<file path="config.mk">
export PLATFORM = sky130hd
export DESIGN_NAME = instr_decode_buffer
export DESIGN_NICKNAME = d
export VERILOG_FILES = /design/src/rtl/instr_decode_pkg.sv /design/src/rtl/instr_decode_buffer_fifo.sv /design/src/rtl/instr_decode_buffer.sv
export SDC_FILE = /design/constraint.sdc
export NUM_CORES = 1
export LEC_CHECK = 0
export CAP_MARGIN = 20
export CORE_UTILIZATION = 45
export DETAILED_ROUTE_END_ITERATION = 6
export PLACE_DENSITY = 0.73
export SETUP_SLACK_MARGIN = 0.2
export SLEW_MARGIN = 25
export SYNTH_ARGS = -nofsm -noshare
export SYNTH_HDL_FRONTEND = slang
export SYNTH_SLANG_ARGS = --single-unit
</file>
<file path="constraint.sdc">
create_clock -name clk -period 3.8 [get_ports clk]
set_input_delay 0.95 -clock clk [delete_from_list [all_inputs] [get_ports clk]]
set_output_delay 0.95 -clock clk [all_outputs]
set_load 0.05 [all_outputs]
</file>
<file path="src/rtl/instr_decode_pkg.sv">
// Field layout, decoded bundle and decode helper for the decode stage.
// Shared by the prefetch buffer top level and anything consuming its fields.
package instr_decode_pkg;

    localparam int OP_HI    = 31;
    localparam int OP_LO    = 28;
    localparam int OPC_HI   = 26;
    localparam int OPC_LO   = 23;
    localparam int C11_HI   = 22;
    localparam int C11_LO   = 12;
    localparam int C16_HI   = 27;
    localparam int C16_LO   = 12;
    localparam int C27_HI   = 27;
    localparam int C27_LO   = 1;
    localparam int AREG_HI  = 11;
    localparam int AREG_LO  = 8;
    localparam int BREG_HI  = 7;
    localparam int BREG_LO  = 4;
    localparam int DREG_HI  = 3;
    localparam int DREG_LO  = 0;
    localparam int CE_BIT   = 27;
    localparam int HE_BIT   = 8;
    localparam int OE_BIT   = 0;
    localparam int INTF_BIT = 4;
    localparam int N1_BIT   = 0;
    localparam int N2_BIT   = 5;
    localparam int SIG_BIT  = 0;

    typedef struct packed {
        logic [3:0]  instr_op;
        logic [3:0]  opcode;
        logic [31:0] const11;
        logic [31:0] const16;
        logic [31:0] const27;
        logic [3:0]  areg;
        logic [3:0]  breg;
        logic [3:0]  dreg;
        logic        ce;
        logic        he;
        logic        oe;
        logic        intf;
        logic        n1;
        logic        n2;
        logic        sig;
    } decoded_t;

    function automatic decoded_t decode(input logic [31:0] w, input logic sext);
        decoded_t d;
        d.instr_op = w[OP_HI:OP_LO];
        d.opcode   = w[OPC_HI:OPC_LO];
        d.const11  = {{21{sext & w[C11_HI]}}, w[C11_HI:C11_LO]};
        d.const16  = {{16{sext & w[C16_HI]}}, w[C16_HI:C16_LO]};
        d.const27  = {5'b0, w[C27_HI:C27_LO]};
        d.areg     = w[AREG_HI:AREG_LO];
        d.breg     = w[BREG_HI:BREG_LO];
        d.dreg     = w[DREG_HI:DREG_LO];
        d.ce       = w[CE_BIT];
        d.he       = w[HE_BIT];
        d.oe       = w[OE_BIT];
        d.intf     = w[INTF_BIT];
        d.n1       = w[N1_BIT];
        d.n2       = w[N2_BIT];
        d.sig      = w[SIG_BIT];
        return d;
    endfunction

endpackage

</file>
<file path="src/rtl/instr_decode_buffer_fifo.sv">
// Synchronous FIFO holding {instr, pc} words ahead of the output register.
// Push when full and pop when empty are ignored, so count never leaves 0..DEPTH.
module instr_fifo #(
    parameter int W     = 59,
    parameter int DEPTH = 4
) (
    input  logic                     clk,
    input  logic                     reset,
    input  logic                     flush,
    input  logic                     push,
    input  logic                     pop,
    input  logic [W-1:0]             din,
    output logic [W-1:0]             dout,
    output logic                     full,
    output logic                     empty,
    output logic [$clog2(DEPTH):0]   count
);

    localparam int AW = $clog2(DEPTH);

    logic [W-1:0]  r_mem [DEPTH];
    logic [AW-1:0] r_wr;
    logic [AW-1:0] r_rd;
    logic [AW:0]   r_count;
    logic          w_push;
    logic          w_pop;

    assign full   = (r_count == (AW+1)'(DEPTH));
    assign empty  = (r_count == '0);
    assign count  = r_count;
    assign dout   = r_mem[r_rd];
    assign w_push = push && !full;
    assign w_pop  = pop && !empty;

    always_ff @(posedge clk) begin
        if (reset || flush) begin
            r_wr    <= '0;
            r_rd    <= '0;
            r_count <= '0;
        end else begin
            if (w_push) r_wr <= r_wr + AW'(1);
            if (w_pop)  r_rd <= r_rd + AW'(1);
            case ({w_push, w_pop})
                2'b10:   r_count <= r_count + (AW+1)'(1);
                2'b01:   r_count <= r_count - (AW+1)'(1);
                default: r_count <= r_count;
            endcase
        end
    end

    always_ff @(posedge clk) begin
        if (w_push) r_mem[r_wr] <= din;
    end

endmodule

</file>
<file path="src/rtl/instr_decode_buffer.sv">
// Decode stage: prefetch FIFO with bypass, registered output word and
// combinational field decode under valid/ready backpressure.
module instr_decode_buffer
    import instr_decode_pkg::*;
#(
    parameter int DEPTH      = 4,
    parameter int PC_W       = 27,
    parameter int SEXT_CONST = 1
) (
    input  logic                   clk,
    input  logic                   reset,
    input  logic                   flush,
    input  logic                   in_valid,
    output logic                   in_ready,
    input  logic [31:0]            in_instr,
    input  logic [PC_W-1:0]        in_pc,
    output logic                   out_valid,
    input  logic                   out_ready,
    output logic [PC_W-1:0]        out_pc,
    output logic [3:0]             instr_op,
    output logic [3:0]             opcode,
    output logic [31:0]            const11,
    output logic [31:0]            const16,
    output logic [31:0]            const27,
    output logic [3:0]             areg,
    output logic [3:0]             breg,
    output logic [3:0]             dreg,
    output logic                   ce,
    output logic                   he,
    output logic                   oe,
    output logic                   intf,
    output logic                   n1,
    output logic                   n2,
    output logic                   sig,
    output logic [$clog2(DEPTH):0] occupancy
);

    localparam int W = 32 + PC_W;

    logic [W-1:0]    w_head;
    logic            w_full;
    logic            w_empty;
    logic            w_push;
    logic            w_load;
    logic            w_fifo_push;
    logic            w_fifo_pop;
    logic            r_valid;
    logic [31:0]     r_instr;
    logic [PC_W-1:0] r_pc;
    decoded_t        w_dec;

    assign in_ready    = !w_full;
    assign w_push      = in_valid && !w_full;
    assign w_load      = !r_valid || out_ready;
    assign w_fifo_pop  = w_load && !w_empty;
    // Incoming word skips the FIFO only when it is empty and the output reg is loading.
    assign w_fifo_push = w_push && !(w_load && w_empty);

    instr_fifo #(
        .W     (W),
        .DEPTH (DEPTH)
    ) u_fifo (
        .clk   (clk),
        .reset (reset),
        .flush (flush),
        .push  (w_fifo_push),
        .pop   (w_fifo_pop),
        .din   ({in_instr, in_pc}),
        .dout  (w_head),
        .full  (w_full),
        .empty (w_empty),
        .count (occupancy)
    );

    always_ff @(posedge clk) begin
        if (reset) begin
            r_valid <= 1'b0;
            r_instr <= '0;
            r_pc    <= '0;
        end else if (flush) begin
            r_valid <= 1'b0;
        end else if (w_load) begin
            if (!w_empty) begin
                {r_instr, r_pc} <= w_head;
                r_valid         <= 1'b1;
            end else if (w_push) begin
                r_instr <= in_instr;
                r_pc    <= in_pc;
                r_valid <= 1'b1;
            end else begin
                r_valid <= 1'b0;
            end
        end
    end

    assign w_dec     = decode(r_instr, SEXT_CONST != 0);
    assign out_valid = r_valid;
    assign out_pc    = r_pc;
    assign instr_op  = w_dec.instr_op;
    assign opcode    = w_dec.opcode;
    assign const11   = w_dec.const11;
    assign const16   = w_dec.const16;
    assign const27   = w_dec.const27;
    assign areg      = w_dec.areg;
    assign breg      = w_dec.breg;
    assign dreg      = w_dec.dreg;
    assign ce        = w_dec.ce;
    assign he        = w_dec.he;
    assign oe        = w_dec.oe;
    assign intf      = w_dec.intf;
    assign n1        = w_dec.n1;
    assign n2        = w_dec.n2;
    assign sig       = w_dec.sig;

endmodule

</file>
==> impl_metrics.csv <==
group,metric,value,unit
outcome,status,"complete, no violations",
layout,multi_input_area,0.003075,sq mm
run,max_cap_violations,0,
power,p_int,5879,uW
grt,grt_antenna_before_repair,1,
drt,routed_via_density,5.556,
drt,drt_iter0_drc,759,
setup_path,r2r_slack,1450,ps
sta,finalHoldViolCount,0,
sta,fmax,319.5,MHz
clock_network,cts.sinks,305,
sta,finClkSkew,12.01,ps
synthesis,synth_cell_types,34,
clock_network,clock_latency,540,ps
clock_network,holdBufCountCts,0,
power,power_density,504.6,mW/mm^2
power,swShare,0.2462,
floorplanning,num_rows,60,
grt,grt_use_total,0.1925,
clock_network,path_clk_slew,60,ps
setup_path,cp_slowest_stage_delay,930,ps
clock_network,post_cts_buffers,0,
sta,slew_viol_final,0,
layout,area.growth.synth_to_final,23.79,%
synthesis,synth.top_cells.by_area,"edfxtp_1 (57%), dfxtp_1 (11%), mux4_2 (11%)",
clock_network,clockRootBuffer,"clkbuf_16",
min_path,holdCritPathClass,"register to register",
floorplanning,io_pins,219,
floorplanning,die_width,168.6,um
clock_network,h-tree-depth,1,
power,combPwrFrac,0.129,
power,power.switching,1920,uW
sta,setup_viol,0,
clock_network,cts-resized-gates,0,
clock_network,clk_path_buf_depth,3,
setup_path,critPathTopFamily,"buffers and inverters",
floorplanning,start_util,0.4607,
setup_path,required,2850,ps
setup_path,slowest_stage,"clkdlybuf4s50_1",
setup_path,critPathArrivalTime,2180,ps
floorplanning,coreArea,0.02710,sq mm
placed_design,port_buffers,213,
sta,tightest_slew,956.1,ps
setup_path,worstPathBufferInverterCount,1,
drt,drc,0,
drt,final_antenna_net_count,0,
synthesis,yosys_register_bits,305,
clock_network,cts_tree,"yes",
sta,rsz0062_at_grt,"false",
drt,wire_per_inst,20.68,um
placed_design,dp_slack,563.5,ps
floorplanning,die_h,168.6,um
layout,nets,993,
grt,grt_max_degree,63,
sta,post-route-min-period,3130,ps
power,peakVddDrop,0.3221,mV
grt,overflow,0,
synthesis,synth_area_leader_cell,"edfxtp_1",
setup_path,worstSetupPathType,"register to output pin",
synthesis,syn_area_per_cell,15.43,sq um
sta,slew_headroom,0.3626,
drt,routed_wl,27300,um
power,p_leak,0.004914,uW
clock_network,cts_made_buffers,30,
floorplanning,die_area,0.02842,sq mm
layout,n_fill_cell,2115,
synthesis,yosysWarnings,0,
layout,register_area,0.008476,sq mm
drt,vias,7334,
synthesis,synth_cells,809,
sta,tns,0,ps
setup_path,worstSetupStartpointType,"register",
layout,drive_gt1_frac,0.1552,
sta,fin_ws,669.8,ps
synthesis,synth_edf_count,236,
sta,post-route-period-util,0.8237,
power,clockPowerShare,0.396,
placed_design,hpwl,16070,um
grt,grt_pass1_wl,42590,um
synthesis,synth_top_flop_cell,"edfxtp_1",
placed_design,gp_congestion,0.7178,
power,p_seq_frac,0.475,
synthesis,synth-seq-area-share,0.6782,
setup_path,cp-end-kind,"output pin",
synthesis,yosysTopAreaCellShare,0.5676,
setup_path,path_cells,"clkdlybuf4s50_1",
synthesis,syn_area,0.01249,sq mm
synthesis,async_flop_share,0,
grt,grt_pass1_vias,7301,
drt,drtPass1Iterations,7,
setup_path,critPathMaxFanout,25,
layer usage:
metal / routed length (um) / GRT usage
met5: 0 / 0
met4: 242 / 0.02569
met3: 1662 / 0.03390
met2: 13140 / 0.3193
met1: 12250 / 0.2737
final cells by class:
| cell class | count | area share |
|---|---|---|
| Antenna cell | 1 | 0.0001619 |
| Clock buffer | 42 | 0.05480 |
| Clock inverter | 14 | 0.01279 |
| Inverter | 8 | 0.001943 |
| Multi-Input combinational cell | 347 | 0.1990 |
| Sequential cell | 305 | 0.5484 |
| Tap cell | 372 | 0.03011 |
| Timing Repair Buffer | 231 | 0.1528 |
placed cells by master, fill, tap and decap left out, types with 3 or more instances in the layout:
master,count
bufinv_16,5
clkbuf_8,3
nor2_1,8
inv_1,7
clkinv_1,3
a31oi_1,59
clkinv_2,4
ha_1,5
clkbuf_16,31
a311oi_1,49
edfxtp_1,236
dfxtp_1,67
buf_4,10
clkbuf_1,8
nand2_1,123
buf_12,8
clkdlybuf4s50_1,212
a21oi_1,5
conb_1,5
a311oi_2,10
mux4_2,59
and2_4,4
per-stage QoR:
stage	util	cell area [sq um]	hold WS [ps]	total power [uW]	cells
detailed placement	0.5317	14410	472.9	4785	1263
floorplan	-	12510	454.6	4491	813
global placement	0.5317	14410	459.4	4769	1263
global route	0.5702	15450	512.2	8030	1319
CTS	0.5702	15450	484.5	7849	1319
finish	0.5703	15460	483.7	7799	1320
cell usage after synthesis (4+ instances only):
master and instances:
a21oi_1 5, nand2_1 123, nor2_1 8, ha_1 5, a31oi_1 59, edfxtp_1 236
and2_1 4, a311oi_1 49, buf_4 92, mux4_2 59, buf_2 11, inv_1 7
clkbuf_1 47, a311oi_2 10, dfxtp_1 69
power by group through the flow:
stage | Sequential, uW | Combinational [uW] | Clock, uW
2_1_floorplan | 3940 | 553 | 0
4_1_cts | 3710 | 1010 | 3130
3_5_place_dp | 3780 | 1010 | 0
3_3_place_gp | 3770 | 995 | 0
5_1_grt | 3710 | 1050 | 3270
6_report | 3700 | 1010 | 3090
worst paths after layout:
kind	start	endpoint	depth (start not counted)
setup / recovery	r_instr[22]$_SDFFE_PP0P_	const11[26]	1
hold / removal	u_fifo.r_rd[1]$_SDFFE_PP0P_	register	2
setup reg to reg	u_fifo.count[2]$_SDFFE_PP0P_	u_fifo.count[2]$_SDFFE_PP0P_	10
hold reg to reg	u_fifo.r_rd[1]$_SDFFE_PP0P_	register	2
cell families after synthesis:
kind of cell | after synthesis | share of synthesized area
DFF | 305 | 0.6782
buffers and inverters | 161 | 0.07836
and+or+nand+nor | 146 | 0.04710
AOI/OAI and AO/OA | 127 | 0.07997
muxes | 61 | 0.1080
adders and majority gates | 6 | 0.006614
xor gates and xnor gates | 2 | 0.001403
other | 1 | 0.0003003
state kept, by name, summed over array words and instances, names as in the netlist, named ones only:
signal	flops
u_fifo.r_mem	236
r_instr	32
out_pc	27
u_fifo.count	3
u_fifo.r_rd	2
u_fifo.r_wr	2
out_valid	1
Power figures use the tool's default switching activity.
==> patch: new RTL, same flow settings <==
`DEPTH` is set to 4 in 2 places; all go to 2.
--- a/src/rtl/instr_decode_buffer_fifo.sv
+++ b/src/rtl/instr_decode_buffer_fifo.sv
@@ -4,3 +4,3 @@
     parameter int W     = 59,
-    parameter int DEPTH = 4
+    parameter int DEPTH = 2
 ) (
--- a/src/rtl/instr_decode_buffer.sv
+++ b/src/rtl/instr_decode_buffer.sv
@@ -5,3 +5,3 @@
 #(
-    parameter int DEPTH      = 4,
+    parameter int DEPTH      = 2,
     parameter int PC_W       = 27,
Ports: changed (resized occupancy); port bits go from 219 to 218. The function was not compared with the original's and may differ.
==> patch against the unedited design <==
  * Count of clock-buffer cells in the layout fell by 22
  * Synthesized cell count fell by 17%
  * Power fell by 40%
  * Final area fell by 31%
  * Sequential share of layout area fell by 9.5 points
  * Wire length fell by 28%
  * Maximum frequency rose by 3.1%
  * Die area fell by 32%
  * Clock skew fell by 0.0027 ns
  * Worst setup slack improved by 0.093 ns
  * Area after synthesis fell by 32%
  * Sequential cell count fell by 122
  * Largest cell class unchanged
  * Highest routed layer unchanged
==> patch: results (changes against the unedited design) <==
| Metric | Value |
|---|---|
| CTS clk-pin slew, worst paths | 0.06 ns (about the same) |
| H-tree Lvls | 4 (was 1) |
| RR Startpoint | u_fifo.count[0] (was u_fifo.count[2]) |
| FF-to-FF End | u_fifo.r_mem[0][50] (was u_fifo.count[2]) |
| Initial DRC Count | 401 (was 759) |
| Distinct cells, synth | 31 (was 34) |
| Via Count | 5,865 (was 7,334) |
| Placed Cells incl. Taps | 967 (was 1,263) |
| Area after DPL | 10,100 um2 (was 14,400 um2) |
| EDFF count, synth | 118 (was 236) |
| Maxcap violations | 0 (unchanged) |
| Crit path setup slack, layout | 0.763 ns (was 0.670 ns) |
| Seq/Total Area, Yosys | 0.569 (was 0.678) |
| Status | completed (unchanged) |
| Met2 Resource Use GR | 0.336 (was 0.319) |
| Post-Layout Cell Count | 1,001 (was 1,320) |
| Largest net degree at the start of global routing | 121 (was 63) |
| Setup crit end | const27[21] (was const11[26]) |
| NumNets Final | 824 (was 993) |
| Max reg flops | 118 (was 236) |
| Post-DP HPWL | 12,000 um (was 16,100 um) |
| Clock latency on the worst-skew pair | 0.43 ns (was 0.54 ns) |
| LEAKAGE | 0.00336 uW (was 0.00491 uW) |
| Share of cells above drive strength 1 | 0.0764 (was 0.155) |
| CTS max path bufs | 2 (was 3) |
| Core Rows | 49 (was 60) |
| Gr usage total | 0.202 (was 0.192) |
| First-pass GRT wire length | 30,700 um (was 42,600 um) |
| Synth area leaders | edfxtp_1 42%, dfxtp_1 15%, buf_4 8.2% (was edfxtp_1 57%, dfxtp_1 11%, mux4_2 11%) |
| Measured slew at the worst slew-check pin | 0.926 ns (was 0.956 ns) |
| Critical path data arrival time | 2.09 ns (was 2.18 ns) |
| Drt pass-1 iters | 5 (was 7) |
| Grt met3 use | 0.0434 (was 0.0339) |
| Worst-case vdd ir drop | 0.357 mV (was 0.322 mV) |
| ANT cells | 0 (was 1) |
| CTS resizes | 0 (unchanged) |
| GR Util met1 | 0.255 (was 0.274) |
| DP Worst Slack | 0.788 ns (was 0.563 ns) |
| Asr flop ratio synth | 0 (unchanged) |
| Vias in the first global route | 5,668 (was 7,301) |
| IO buf count | 212 (was 213) |
| Final clock skew | 0.00926 ns (was 0.0120 ns) |
| R2R depth | 4 (was 10) |
| TritonCTS Buffers | 17 (was 30) |
| Worst reg-to-reg setup slack | 1.09 ns (was 1.45 ns) |
[patch: where the power goes]
group	internal, uW	leakage, uW	switching, uW
registers	2170	0.00160	37.8
logic	276	0.00147	521
clock network	948	0.000286	758
total	3390	0.00336	1320
[patch: cells by family (layout without fill, tap and decap cells)]
logic type	count (synthesis)	count (layout)	synth area share
AOI/OAI and AO/OA	242	242	0.220
xor gates and xnor gates	2	2	0.00206
adders and majority gates	1	1	0.00147
buffers and inverters	167	261	0.125
DFF	183	183	0.569
muxes	60	60	0.0706
other	1	5	0.000441
and+or+nand+nor	18	18	0.0110
[patch: layer usage]
layer	vias up	part of all wire
met5	-	0
met4	0	0.016
met3	22	0.063
met2	271	0.49
met1	2841	0.44
li1	2731	-
[patch: layout make-up]
class	instances	area, um2
Fill cell	1435	7560
Multi-Input combinational cell	328	2650
Sequential cell	183	4850
Clock inverter	12	116
Inverter	1	3.75
Clock buffer	20	457
Timing Repair Buffer	228	2350
Tap cell	229	287
[patch: metrics by stage]
step | total power (uW) | utilization
6_report | 4710 | 0.586
2_1_floorplan | 2810 | -
4_1_cts | 4730 | 0.583
3_3_place_gp | 3030 | 0.552
3_5_place_dp | 3040 | 0.552
5_1_grt | 4840 | 0.586
[patch: worst min path at each step]
stage | endpoint | slack [ns] | start
floorplan | u_fifo.r_wr | 0.45 | u_fifo.r_wr
global placement | out_pc[8] | 0.46 | out_pc[8]
detailed placement | out_pc[2] | 0.46 | out_pc[2]
CTS | out_pc[2] | 0.47 | out_pc[2]
global route | out_pc[6] | 0.49 | out_pc[6]
finish | out_pc[2] | 0.47 | out_pc[2]
[patch: worst min-delay path: cells and delay by family (launching register included)]
| kind | cells | cell delay, ns |
|---|---|---|
| AO/OA/AOI/OAI | 2 | 0.12 |
| flip-flops | 1 | 0.31 |
